<file path="config.mk">
export PLATFORM = sky130hd
export DESIGN_NAME = int_alu_sequencer
export DESIGN_NICKNAME = d
export VERILOG_FILES = /design/src/rtl/int_alu_pkg.sv /design/src/rtl/int_alu_sequencer_rr_arbiter.sv /design/src/rtl/int_alu_sequencer.sv
export SDC_FILE = /design/constraint.sdc
export NUM_CORES = 1
export LEC_CHECK = 0
export BUFFER_PORTS_ARGS = -buffer_cell sky130_fd_sc_hd__buf_2
export CAP_MARGIN = 5
export CORE_AREA = 2 2 250 252
export CTS_CLUSTER_DIAMETER = 30
export DETAILED_ROUTE_END_ITERATION = 8
export DIE_AREA = 0 0 252 254
export SKIP_CTS_REPAIR_TIMING = 1
export SYNTH_ARGS = -nofsm -noshare
export SYNTH_HDL_FRONTEND = slang
export SYNTH_SLANG_ARGS = --single-unit
export TNS_END_PERCENT = 30
</file>
<file path="constraint.sdc">
create_clock -name Clk -period 2.3 [get_ports Clk]
set_clock_uncertainty 0.15 [all_clocks]
set_input_delay 0.345 -clock Clk [delete_from_list [all_inputs] [get_ports Clk]]
set_output_delay 0.345 -clock Clk [all_outputs]
set_load 0.02 [all_outputs]
</file>
<file path="src/rtl/int_alu_pkg.sv">
// Shared constants and types for the integer ALU sequencer: bus codes, opcodes,
// response error codes and the command FSM states.
package int_alu_pkg;

    localparam logic [3:0] ALU_EN   = 4'h5;

    localparam logic [7:0] OP_ADD   = 8'h10;
    localparam logic [7:0] OP_SUB   = 8'h11;
    localparam logic [7:0] OP_MUL   = 8'h12;
    localparam logic [7:0] OP_DIV   = 8'h13;

    localparam logic [3:0] SEL_A    = 4'h0;
    localparam logic [3:0] SEL_B    = 4'h1;
    localparam logic [3:0] SEL_EXEC = 4'h2;

    typedef enum logic [1:0] {
        ERR_OK   = 2'b00,
        ERR_OP   = 2'b01,
        ERR_DIV0 = 2'b10
    } resp_err_e;

    typedef enum logic [2:0] {
        ST_IDLE,
        ST_GRANT,
        ST_LOAD_A,
        ST_LOAD_B,
        ST_EXEC,
        ST_CAPT,
        ST_RESP
    } state_e;

endpackage

</file>
<file path="src/rtl/int_alu_sequencer_rr_arbiter.sv">
// Combinational round-robin pick: first asserted request at or after ptr,
// returned both as a one-hot grant and as an index.
module rr_arbiter #(
    parameter int NUM_REQ = 2,
    parameter int IDW     = $clog2(NUM_REQ)
) (
    input  logic [NUM_REQ-1:0] req,
    input  logic [IDW-1:0]     ptr,
    output logic [NUM_REQ-1:0] grant,
    output logic [IDW-1:0]     idx,
    output logic               any
);

    logic [IDW-1:0] cand;

    always_comb begin
        grant = '0;
        idx   = '0;
        any   = 1'b0;
        cand  = '0;
        for (int k = 0; k < NUM_REQ; k++) begin
            cand = IDW'((int'(ptr) + k) % NUM_REQ);
            if (!any && req[cand]) begin
                any         = 1'b1;
                idx         = cand;
                grant[cand] = 1'b1;
            end
        end
    end

endmodule

</file>
<file path="src/rtl/int_alu_sequencer.sv">
// Round-robin front end for the integer ALU: grants one requester at a time,
// walks write-A / write-B / read on the ALU bus and returns the result with its ID.
module int_alu_sequencer #(
    parameter int         NUM_REQ = 2,
    parameter int         DATA_W  = 16,
    parameter int         BUS_W   = 256,
    parameter logic [3:0] ALU_EN  = int_alu_pkg::ALU_EN
) (
    input  logic                       Clk,
    input  logic                       nReset,
    input  logic [NUM_REQ-1:0]         req_valid,
    output logic [NUM_REQ-1:0]         req_ready,
    input  logic [8*NUM_REQ-1:0]       req_op,
    input  logic [DATA_W*NUM_REQ-1:0]  req_a,
    input  logic [DATA_W*NUM_REQ-1:0]  req_b,
    output logic                       resp_valid,
    input  logic                       resp_ready,
    output logic [$clog2(NUM_REQ)-1:0] resp_id,
    output logic [DATA_W-1:0]          resp_data,
    output logic [1:0]                 resp_err,
    output logic [15:0]                address,
    output logic                       nWrite,
    output logic                       nRead,
    output logic [BUS_W-1:0]           ExeDataOut,
    input  logic [BUS_W-1:0]           IntDataOut
);

    import int_alu_pkg::*;

    localparam int IDW = $clog2(NUM_REQ);

    typedef struct packed {
        logic [IDW-1:0]    id;
        logic [7:0]        op;
        logic [DATA_W-1:0] a;
        logic [DATA_W-1:0] b;
    } cmd_t;

    state_e             state, state_next;
    cmd_t               cmd;
    logic [IDW-1:0]     rr_ptr;
    logic [IDW-1:0]     gnt_idx;
    logic [NUM_REQ-1:0] gnt;
    logic               gnt_any;
    int                 sel;
    logic               op_legal;
    logic               div0;
    logic [15:0]        address_d;
    logic               nwrite_d;
    logic               nread_d;
    logic [BUS_W-1:0]   exe_d;
    logic               unused_int;

    rr_arbiter #(.NUM_REQ(NUM_REQ), .IDW(IDW)) u_arb (
        .req   (req_valid),
        .ptr   (rr_ptr),
        .grant (gnt),
        .idx   (gnt_idx),
        .any   (gnt_any)
    );

    assign sel        = int'(gnt_idx);
    assign op_legal   = cmd.op inside {OP_ADD, OP_SUB, OP_MUL, OP_DIV};
    assign div0       = (cmd.op == OP_DIV) && (cmd.b == '0);
    assign unused_int = ^IntDataOut[BUS_W-1:DATA_W];

    always_ff @(posedge Clk) begin
        if (!nReset) state <= ST_IDLE;
        else         state <= state_next;
    end

    always_comb begin
        state_next = state;
        case (state)
            ST_IDLE:   if (gnt_any) state_next = ST_GRANT;
            ST_GRANT:  state_next = (!op_legal || div0) ? ST_RESP : ST_LOAD_A;
            ST_LOAD_A: state_next = ST_LOAD_B;
            ST_LOAD_B: state_next = ST_EXEC;
            ST_EXEC:   state_next = ST_CAPT;
            ST_CAPT:   state_next = ST_RESP;
            ST_RESP:   if (resp_ready) state_next = ST_IDLE;
            default:   state_next = ST_IDLE;
        endcase
    end

    // Bus drive is decoded from the next state so the registered bus lines up with the state.
    always_comb begin
        address_d = '0;
        nwrite_d  = 1'b1;
        nread_d   = 1'b1;
        exe_d     = '0;
        case (state_next)
            ST_LOAD_A: begin
                address_d = {ALU_EN, SEL_A, cmd.op};
                nwrite_d  = 1'b0;
                exe_d     = BUS_W'(cmd.a);
            end
            ST_LOAD_B: begin
                address_d = {ALU_EN, SEL_B, cmd.op};
                nwrite_d  = 1'b0;
                exe_d     = BUS_W'(cmd.b);
            end
            ST_EXEC: begin
                address_d = {ALU_EN, SEL_EXEC, cmd.op};
                nread_d   = 1'b0;
            end
            default: ;
        endcase
    end

    always_ff @(posedge Clk) begin
        if (!nReset) begin
            rr_ptr     <= '0;
            cmd        <= '0;
            req_ready  <= '0;
            resp_valid <= 1'b0;
            resp_id    <= '0;
            resp_data  <= '0;
            resp_err   <= ERR_OK;
            address    <= '0;
            nWrite     <= 1'b1;
            nRead      <= 1'b1;
            ExeDataOut <= '0;
        end else begin
            address    <= address_d;
            nWrite     <= nwrite_d;
            nRead      <= nread_d;
            ExeDataOut <= exe_d;
            req_ready  <= '0;
            if (state == ST_IDLE && gnt_any) begin
                req_ready <= gnt;
                cmd.id    <= gnt_idx;
                cmd.op    <= req_op[8*sel +: 8];
                cmd.a     <= req_a[DATA_W*sel +: DATA_W];
                cmd.b     <= req_b[DATA_W*sel +: DATA_W];
                rr_ptr    <= (gnt_idx == IDW'(NUM_REQ-1)) ? '0 : gnt_idx + 1'b1;
            end
            if (state == ST_GRANT && !op_legal) begin
                resp_valid <= 1'b1;
                resp_id    <= cmd.id;
                resp_data  <= '0;
                resp_err   <= ERR_OP;
            end else if (state == ST_GRANT && div0) begin
                resp_valid <= 1'b1;
                resp_id    <= cmd.id;
                resp_data  <= '1;
                resp_err   <= ERR_DIV0;
            end else if (state == ST_CAPT) begin
                resp_valid <= 1'b1;
                resp_id    <= cmd.id;
                resp_data  <= IntDataOut[DATA_W-1:0];
                resp_err   <= ERR_OK;
            end else if (state == ST_RESP && resp_ready) begin
                resp_valid <= 1'b0;
            end
        end
    end

endmodule

</file>
# == Word-level counts from Yosys, hierarchy flattened ==
# Index checks and enable logic that the tools add are counted.
# word_totals
register_bits,341
latch_bits,0
ram_bits,0
rom_bits,0
inputBits,341
n_memories,0
# op_classes
addsub,2
multipliers,0
n_div,0
n_lt_le_gt_ge,4
eq_ne,13
shifts,3
n_mux,35
n_bitwise,2
reduce_logical,20
# op_table
op,n
variable part select 32 x 6 -> 16 bit,2
case mux 15 bit (3 select lines),1
"== test 8 x 5 -> 1 bit, second input constant",4
2-to-1 mux 16 bit,2
case mux 16 bit (2 select lines),1
2-to-1 mux 1 bit,21
case mux 3 bit (7 select lines),1
logical NOT 16 bit,1
variable part select 16 x 5 -> 8 bit,1
"== test 3 x 2 -> 1 bit, second input constant",4
"== test 3 bit, second input constant",4
2-to-1 mux 3 bit,3
logical AND 1 bit,8
2-to-1 mux 2 bit,4
nonzero test 4 bit,2
"less-than comparator 1 x 2 -> 1 bit, second input constant",2
OR reduction 2 bit,2
"== test 3 x 1 -> 1 bit, second input constant",1
logical NOT 3 bit,1
nonzero test 3 bit,1
"adder 1 bit, second input constant",2
demux 1 bit (select 1 bit),2
">= comparator 1 bit, second input constant",2
logical NOT 1 bit,2
other kinds (5),5

# == Depth between registers and ports, before layout ==
# Gate-level depths: netlist (run 1).
# logic_depth
ltp_word,11
depth_mapped,7

# == Hierarchy ==
# A second synthesis (run 1) with hierarchy kept.
# unflattened
hier_cells,668
area_unflattened_um2,5850.6
# modules_own_cells
mod,instances,cells_per_inst,area_per_inst_um2,seq_area_each_um2
int_alu_sequencer,1,663,5818.1,1921.8
rr_arbiter,1,5,32.5,0.0

# == Worst setup path before layout (run 1) ==
# Ideal clock, no wire load.
# synth_timing
path_type,reg-to-reg
start,register cmd[39] in the netlist's numbering
end,register ExeDataOut[0]
t_arrival_ps,1655
required_time_ps,2033
slack_ps,379
stages_incl_launch_ff,7
n_path_buf,2
synth_period_minus_slack_ps,1921
path_cell_list,dfxtp_1 or4b_4 nand4bb_4 o32ai_1 buf_4 buf_6 nor2_1
# synth_via
elab_chain_cells,8
elab_cells_between_ends,13
# synth_rtl
element,line,rtl
from (decl),int_alu_sequencer.sv:40,cmd_t cmd;
== test 8 x 5 -> 1 bit (on tied branches),"int_alu_sequencer.sv:63, int_alu_sequencer.sv:64",
nonzero test 4 bit,int_alu_sequencer.sv:63,"assign op_legal = cmd.op inside {OP_ADD, OP_SUB, OP_MUL, OP_DIV};"
logical NOT 1 bit,int_alu_sequencer.sv:76,ST_GRANT: state_next = (!op_legal || div0) ? ST_RESP : ST_LOAD_A;
logical OR 1 bit (*),int_alu_sequencer.sv:76,
2-to-1 mux 3 bit (*),int_alu_sequencer.sv:76,
case mux 3 bit (7 select lines) (*),int_alu_sequencer.sv:74,case (state)
== test 3 x 2 -> 1 bit,int_alu_sequencer.sv:92,case (state_next)
case mux 16 bit (2 select lines) (*),int_alu_sequencer.sv:92,
to (signal assigned),int_alu_sequencer.sv:123,ExeDataOut <= '0;
to (signal assigned),int_alu_sequencer.sv:128,ExeDataOut <= exe_d;
to (decl),int_alu_sequencer.sv:24,"output logic [BUS_W-1:0] ExeDataOut,"
# Every way passes the cells marked *; elsewhere a longest branch is shown, timed or not.
# A chain may end at the register's enable or synchronous reset.

# == Worst setup path after layout (run 1) ==
# layout_timing
start,register cmd[11] in the netlist's numbering
end,register address[3]
# layout_via
elab_chain_cells,7
elab_cells_between_ends,9
# layout_rtl
element,line,rtl
logical NOT 16 bit (*),int_alu_sequencer.sv:64,assign div0 = (cmd.op == OP_DIV) && (cmd.b == '0);
logical AND 1 bit (*),int_alu_sequencer.sv:64,
logical OR 1 bit (*),int_alu_sequencer.sv:76,
2-to-1 mux 3 bit (*),int_alu_sequencer.sv:76,
case mux 3 bit (7 select lines) (*),int_alu_sequencer.sv:74,
== test 3 bit or == test 3 x 2 -> 1 bit (tied branches),int_alu_sequencer.sv:92,
case mux 15 bit (3 select lines) (*),int_alu_sequencer.sv:92,
to (signal assigned),int_alu_sequencer.sv:125,address <= address_d;
to (decl),int_alu_sequencer.sv:21,"output logic [15:0] address,"
# Marked as above.

==> results by group, run 1 <==
Status
  • Status: complete, no violations

Setup path
  • Critical path startpoint category: flip-flop
  • Crit path kind: reg -> reg
  • Worst-path fanout max: 17
  • Worst Path Arrival: between 2 and 2.5 ns
  • Crit path capture type: flip-flop
  • Required @ worst endpoint: roughly 2.5 ns

Synth
  • Synthesized cell area: 0.005793 mm^2
  • Fraction of registers with async set/reset: 0%
  • Synth area leaders: dfxtp_1 33%, buf_4 32%, nand2_1 7.8%
  • Synth warn: 0
  • Synth Flop Type: dfxtp_1
  • Post-synth EDFFs: 0
  • Yosys reg bits: between 90 and 100
  • Mean Syn Cell Area: approximately 8.2 um^2
  • Synth cell types: 45
  • Syn Inst Count: 709
  • Most common cell in the netlist: buf_4
  • Commonest cells in the netlist: 246 x buf_4, 121 x nand2_1, 96 x dfxtp_1, 62 x nor2_1, 40 x a311oi_1
  • Yosys top cell by area: dfxtp_1
  • Sequential-to-total area share from yosys stat: between 30% and 40%
  • Synth top area share: 33.17%

Clocking
  • CTS tree: done
  • Clock-pin slew on the worst setup and hold paths: 0.09 ns
  • Root buf cell: clkbuf_16
  • CTS Sinks: 96
  • H-tree depth: 3
  • Clk buf depth: 2
  • Skew-Pair Late Insertion Delay: 0.39 ns
  • CTS Buf Count: 9

Floorplanning
  • Starting Density: approximately a tenth
  • # IOs: 637
  • Die area: approximately 0.064 mm^2
  • Die W: 252 um
  • Placeable Area: 0.06126 mm^2
  • Rows: 91
  • Die Ht: 254 um

Cells and area
  • Layout cells sized above 1: 25.49%
  • Final nets: 1203
  • N_diodes: 0
  • Synth-to-layout area growth: 22.29%

Route
  • Vias: 4487
  • Via-per-instance ratio: approximately 2.7
  • Routed Antenna Nets: 0
  • Routed WL per cell: 12.31 um
  • Post-route DRC: 0
  • First-pass detailed-route iteration total: 4
  • Post-Route WL: a little over 20000 um
  • First DRT Iteration DRCs: 285

STA
  • RSZ-0062 raised after global routing: false
  • Hold Slack: just under 0.06 ns
  • Fin worst setup slack: roughly 0.17 ns
  • Relative slew margins: a little under three fifths
  • Fmax: 468.8 MHz
  • Slew Viols, Final: 0
  • Final Cycle Share: 92.75%
  • Fin. Hold Viols: 0
  • Min Clock Period, post-route: 2.133 ns
  • Worst slew pin tran: 0.6462 ns
  • Endpoints failing setup: 0

Power
  • Peak VDD IR: ~0.30 mV
  • Static leakage: 3.147 nW
  • Power Total: just over 0.005 W
  • Pwr/cell area: 722.8 mW/mm^2

Global route
  • Vias in the first global route: 3747
  • Largest net degree at the start of global routing: 52
  • Global-route wire length before repair: 27280 um
  • Total track usage: roughly 6.2%
  • Grt ovf: 0
  • Initial antenna violation count: 8

Placement
  • Worst slack at placement: -0.3032 ns
  • RePlAce Congestion: 0.7380
  • DP HPWL: 16390 um
  • IO buf count: 152

Run
  • Max cap viols: 0

Worst hold path
  • Hold Path Class: in -> reg
-- critical path, stage by stage (launching register included) --
cell and delay (ns):
dfxtp_1 0.43, nor4_4 0.47, nand4_1 0.31, o32ai_4 0.24, buf_12 0.21, mux2i_1 0.21
-- through the flow --
step                      instances  instance area (um^2)  utilization [%]  TNS [ns]
after global placement         1641                  6753            11.02    -35.05
final                          1657                  7084            11.57         0
after floorplan                 952                  6705                -         0
after detailed placement       1641                  6759            11.03    -10.04
after CTS                      1657                  7073            11.55    -11.21
after global routing           1657                  7084            11.57         0
-- kinds of logic after synthesis --
| family | after synthesis | share of synthesized area [%] |
|---|---|---|
| DFF | 96 | 33.17 |
| buffers and inverters | 290 | 35.38 |
| other | 1 | 0.06473 |
| AOI/OAI and AO/OA | 90 | 13.22 |
| muxes | 11 | 1.901 |
| and+or+nand+nor | 221 | 16.26 |
-- flip-flops by register name, summed over array words and instances (netlist names) --
register / cells
resp_err: 2
req_ready: 2
resp_valid: 1
resp_data: 16
ExeDataOut: 16
nWrite: 1
cmd: 41
nRead: 1
address: 11
state: 3
rr_ptr: 1
resp_id: 1
-- power by group --
part	internal, W	leakage, nW	switching [W]	total (W)
Clock	0.000793	0.153	0.000891	0.00168
Combinational	0.000429	2.21	0.000987	0.00142
Sequential	0.00183	0.786	0.000189	0.00202
-- path summary, 6_finish.rpt --
check	startpoint	endpoint	slack, ns	cells past startpoint
setup / recovery	cmd[11]	address[3]	0.17	5
hold / removal	req_op[14]	cmd[38]	0.06	3
setup reg to reg	cmd[11]	address[3]	0.17	5
hold reg to reg	cmd[40]	resp_id	0.33	2
-- area by class of cell --
class,instances,area (um^2)
fill,7134,54170
clock buffer,9,225.2
inverter,5,18.77
tap,790,988.4
clock inverter,7,88.84
timing repair buffer,184,1051
multi-input combinational,566,2789
sequential,96,1923
-- placed cells by master (no fill, tap or decap), types with 2 or more instances in the layout --
cell	n
inv_1	4
nor4_1	4
conb_1	244
buf_4	28
buf_2	152
a21oi_1	2
buf_12	4
inv_8	2
and2_1	2
nor2_1	62
o21ai_0	2
a31oi_2	8
clkbuf_16	9
nor2b_1	2
nand2_1	121
mux2i_1	11
clkinv_8	2
a311oi_1	40
a22oi_1	16
inv_6	2
a31oi_1	7
or2_2	2
nand3_1	17
dfxtp_1	95
o211ai_1	2
o21a_2	2
nor4bb_1	2
-- metal layers --
layer	wire, um	part of all wire [%]	GRT usage [%]	vias up
met1	10130	50	9.208	1966
met4	206	1.0	1.589	0
li1	-	-	-	2180
met2	8012	39	8.359	328
met3	2052	10	2.069	13
met5	0	0	0	-
Power figures use the tool's default switching activity.
==> run 2: changes to the inputs <==
CORE_AREA = 2 2 247 249   (was 2 2 250 252)
DIE_AREA = 0 0 249 251   (was 0 0 252 254)
clock period = 2.77 ns   (was 2.3 ns; I/O delays follow)
==> run 2 against run 1 <==
Compared with the run above:
- critical path depth up 1
- final area is 1.4% lower
- combinational power down 20%
- flip-flop and latch count unchanged
- first-iteration DRC count down 32%
- worst setup slack improved by 0.14 ns
- highest routed layer is now met5
- cell count down 0.91%
==> results by group, run 2 (synthesis gave the netlist of run 1 again) <==
Placement
  • DP HPWL: 16450 um
  • IO buf count: 152
  • RePlAce Congestion: 0.7263

STA
  • RSZ-0062 raised after global routing: false
  • Worst slew pin tran: 0.6891 ns
  • Slew Viols, Final: 0
  • Fin. Hold Viols: 0
  • Fmax: 405.5 MHz
  • Endpoints failing setup: 0
  • Min Clock Period, post-route: 2.466 ns
  • Relative slew margins: 53.95%
  • Final Cycle Share: 89.04%
  • Final TNS setup: 0 ns

Route
  • First-pass detailed-route iteration total: 4
  • WL met3: 2029 um
  • DR WL met2: just under 8000 um
  • Vias: 4458
  • Post-route DRC: 0
  • Routed Antenna Nets: 0
  • Via-per-instance ratio: 2.715
  • Post-Route WL: ~20000 um
  • First DRT Iteration DRCs: 193
  • Max Used Layer: met5
  • Met1 wire length: 9914 um
  • Routed WL per cell: 12.21 um

Global route
  • Global-route wire length before repair: 27100 um
  • Initial antenna violation count: 6
  • Grt ovf: 0
  • Largest net degree at the start of global routing: 37
  • Vias in the first global route: 3870
  • Total track usage: just over 6%

Setup path
  • Required @ worst endpoint: between 2 and 3 ns
  • Slowest cell on the critical path: nor4_2
  • Crit path kind: reg -> reg
  • Worst-path fanout max: 22
  • CP Cell Sequence: nor4_2, buf_4, nand4_1, o32ai_4, buf_12, mux2i_1
  • CP bufs+invs: 2
  • Family with the most delay on the worst path: simple AND/OR/NAND/NOR gates
  • Worst Path Arrival: 2.61 ns
  • Critical path startpoint category: flip-flop
  • Delay of the slowest critical-path stage: 0.66 ns
  • Crit path capture type: flip-flop

Cells and area
  • Largest Register: cmd
  • Final nets: 1193
  • Register area: 0.001922 mm^2
  • Most frequent cells in the layout: 244 x conb_1, 152 x buf_2, 121 x nand2_1
  • Synth-to-layout area growth: 20.54%
  • Fill cell count: 6928
  • Multi-input gate area: 0.002779 mm^2
  • Max reg flops: 41
  • Commonest non-fill, non-tap cell in the layout: conb_1
  • Layout cells sized above 1: around a quarter
  • Leading registers by flop count: cmd x41, ExeDataOut x16, resp_data x16

Clocking
  • CTS tree: done
  • Root buf cell: clkbuf_16
  • CTS Buf Count: 9
  • Skew-Pair Late Insertion Delay: 0.38 ns
  • Clock-pin slew on the worst setup and hold paths: around 0.08 ns
  • CTS Sinks: 96
  • Clk buf depth: 2
  • H-tree depth: 3

Floorplanning
  • Die area: 0.06250 mm^2
  • Rows: 90
  • Die Ht: about 250 um
  • Placeable Area: 0.05979 mm^2
  • Die W: between 200 and 250 um
  • Starting Density: 9.688%
  • # IOs: 637

Power
  • Switch Pwr: 0.001648 W
  • Sw Ratio: approximately 40%
  • Peak VDD IR: 0.2669 mV
  • Sequential fraction of design power: 40.3%
  • Pint: 0.002509 W
  • Power Total: 0.004157 W
  • Comb pwr share: 27.2%
  • Clock power frac: around 33%
  • Static leakage: 3.088 nW
  • Pwr/cell area: 595.4 mW/mm^2

Worst hold path
  • Hold Path Class: in -> reg

Status
  • Status: complete, no violations

Run
  • Max cap viols: 0
[run 2: worst paths after layout]
check,from,to,slack [ns],cells after the start
worst min register to register,resp_id,resp_id,0.31,2
worst max-delay path,cmd[11],address[6],0.30,6
worst max register to register,cmd[11],address[6],0.30,6
worst min-delay path,req_op[11],cmd[35],0.14,3
[run 2: cell type report]
type	instances	area share [%]
multi-input combinational	566	39.80
sequential	96	27.52
tap	782	14.01
timing repair buffer	174	13.80
clock buffer	9	3.225
clock inverter	7	1.272
inverter	5	0.2688
antenna	3	0.1075
[run 2: per-stage QoR]
step	setup WS (ns)	instance area [um^2]	util, %	std cells	hold slack (ns)
global route	0.1273	6975	11.67	1639	0.1319
global placement	-0.1206	6655	11.13	1623	0.3010
finish	0.3036	6983	11.68	1642	0.1426
CTS	-0.1365	6969	11.66	1639	0.1161
detailed placement	-0.1195	6655	11.13	1623	0.2981
floorplan	0.8487	6705	-	952	0.2874
[run 2: layer usage]
layer  track usage, %  up-vias
li1                 -     2173
met1            8.813     1964
met2            8.523      298
met3            2.392       21
met4            1.645        2
met5                0        -
[run 2: tightest hold or removal path, cell delays in order]
cell and delay (ns):
buf_2 0.10, nand2_1 0.04, a311oi_1 0.07
[run 2: power by group through the flow]
stage	logic, W	clock network (W)	registers [W]
after global placement	0.00114	0	0.00171
after detailed placement	0.00114	0	0.00171
after CTS	0.00114	0.00143	0.00168
after floorplan	0.00101	0	0.00166
after global routing	0.00124	0.00147	0.00171
final	0.00113	0.00135	0.00168
==> run 3: changes to the inputs <==
CORE_AREA = 4 4 249 251   (was 2 2 247 249)
DIE_AREA = 0 0 253 255   (was 0 0 249 251)
==> run 3 against run 2 <==
Compared with the run above:
- cell count barely moved
- maximum frequency rose by 1.2%
- flip-flop and latch count unchanged
- hold slack got worse by 0.0039 ns
- final area is 0.36% lower
- critical path type unchanged
- largest power group unchanged
- highest routed layer unchanged
==> results by group, run 3 (synthesis gave the netlist of run 1 again) <==
Route
  • Post-Route WL: 21070 um
  • Routed WL per cell: 12.84 um
  • Via-per-instance ratio: between 2 and 3
  • First-pass detailed-route iteration total: 4
  • Routed Antenna Nets: 0
  • Vias: 4444
  • Post-route DRC: 0
  • First DRT Iteration DRCs: 278

Cells and area
  • Multi-input gate area: around 0.0028 mm^2
  • Leading registers by flop count: cmd x41, ExeDataOut x16, resp_data x16
  • Final Cell Area: 0.006958 mm^2
  • Layout cells sized above 1: 24.21%
  • Final nets: 1191
  • Commonest non-fill, non-tap cell in the layout: conb_1
  • Largest Register: cmd
  • Max reg flops: 41
  • Post-route insts no fill: ~1600
  • Register area: 0.001922 mm^2
  • Fill cell count: between 7000 and 8000
  • Most frequent cells in the layout: 244 x conb_1, 152 x buf_2, 121 x nand2_1
  • Synth-to-layout area growth: 20.11%

Floorplanning
  • Die W: around 250 um
  • Placeable Area: 0.05991 mm^2
  • Die area: 0.06452 mm^2
  • Die Ht: 255 um
  • # IOs: approximately 640
  • Rows: 90
  • Starting Density: 9.670%

Worst hold path
  • Hold Crit Depth: 3
  • Hold Path Class: in -> reg

Setup path
  • Required @ worst endpoint: 2.92 ns
  • Critical path startpoint category: flip-flop
  • Worst Path Arrival: 2.59 ns
  • Crit path capture type: flip-flop
  • R2R depth: 6
  • Worst-path fanout max: 17
  • Crit path kind: reg -> reg
  • Reg2reg setup slack: 0.33 ns

Placement
  • DP HPWL: 17000 um
  • Placed cell areas: between 0.006 and 0.007 mm^2
  • IO buf count: around 150
  • RePlAce Congestion: about 0.73
  • Placed insts: 1621

Status
  • Status: complete, no violations

STA
  • Endpoints failing setup: 0
  • Final Cycle Share: 88.02%
  • Min Clock Period, post-route: roughly 2.4 ns
  • Fmax: 410.2 MHz
  • Fin. Hold Viols: 0
  • Relative slew margins: 38.94%
  • RSZ-0062 raised after global routing: false
  • Worst slew pin tran: 0.9159 ns
  • Slew Viols, Final: 0
  • Hold Slack: 0.1387 ns

Clocking
  • CTS Buf Count: 9
  • CTS Sinks: 96
  • Clk buf depth: 2
  • CTS tree: done
  • Skew-Pair Late Insertion Delay: ~0.38 ns
  • Root buf cell: clkbuf_16
  • H-tree depth: 3
  • Clock-pin slew on the worst setup and hold paths: 0.08 ns

Power
  • Pwr/cell area: 599.9 mW/mm^2
  • Power Total: approximately 0.0042 W
  • Peak VDD IR: 0.2858 mV
  • Static leakage: 3.071 nW

Global route
  • Grt met3 use: under 10%
  • Grt ovf: 0
  • GR Util met1: 8.783%
  • Vias in the first global route: 4068
  • Met2 Track Usage GR: 8.657%
  • Largest net degree at the start of global routing: 39
  • Most Crowded Layer GR: met1
  • Total track usage: 6.191%
  • Global-route wire length before repair: about 28000 um
  • Initial antenna violation count: 6

Run
  • Max cap viols: 0
[run 3: cell type report]
class | count | area share, %
multi-input cells | 566 | 39.94
flip-flops and latches | 96 | 27.62
well taps | 782 | 14.06
repair buffers | 172 | 13.45
clock buffers | 9 | 3.237
clock inverters | 7 | 1.277
inverters | 5 | 0.2697
diodes | 4 | 0.1439
[run 3: path summary, 6_finish.rpt]
kind,startpoint,end
worst min register to register,cmd[40],resp_id
worst max-delay path,cmd[32],resp_data[2]
worst max register to register,cmd[32],resp_data[2]
worst min-delay path,req_op[15],cmd[39]
[run 3: routing by layer]
metal	vias to the layer above	part of all wire (%)
li1	2165	-
met1	1967	48
met2	293	40
met3	15	12
met4	4	0.85
met5	-	0.11
[run 3: metrics by stage]
stage | util [%] | setup TNS [ns] | setup slack (ns)
3_3_place_gp | 11.06 | -0.5259 | -0.04774
3_5_place_dp | 11.06 | -1.702 | -0.09530
5_1_grt | 11.60 | 0 | 0.1405
6_report | 11.61 | 0 | 0.3319
2_1_floorplan | - | 0 | 0.8487
4_1_cts | 11.59 | -3.027 | -0.1350
[run 3: report_power, final]
part	internal [W]	switching (W)
Clock	0.000654	0.000716
Combinational	0.000322	0.000803
Sequential	0.00152	0.000160
[run 3: critical path: stages, from the launching register on]
cell and delay [ns]:
dfxtp_1 0.51, nor4bb_1 0.59, buf_4 0.23, nand4_1 0.21, or2_1 0.29, buf_4 0.22, a31oi_1 0.16
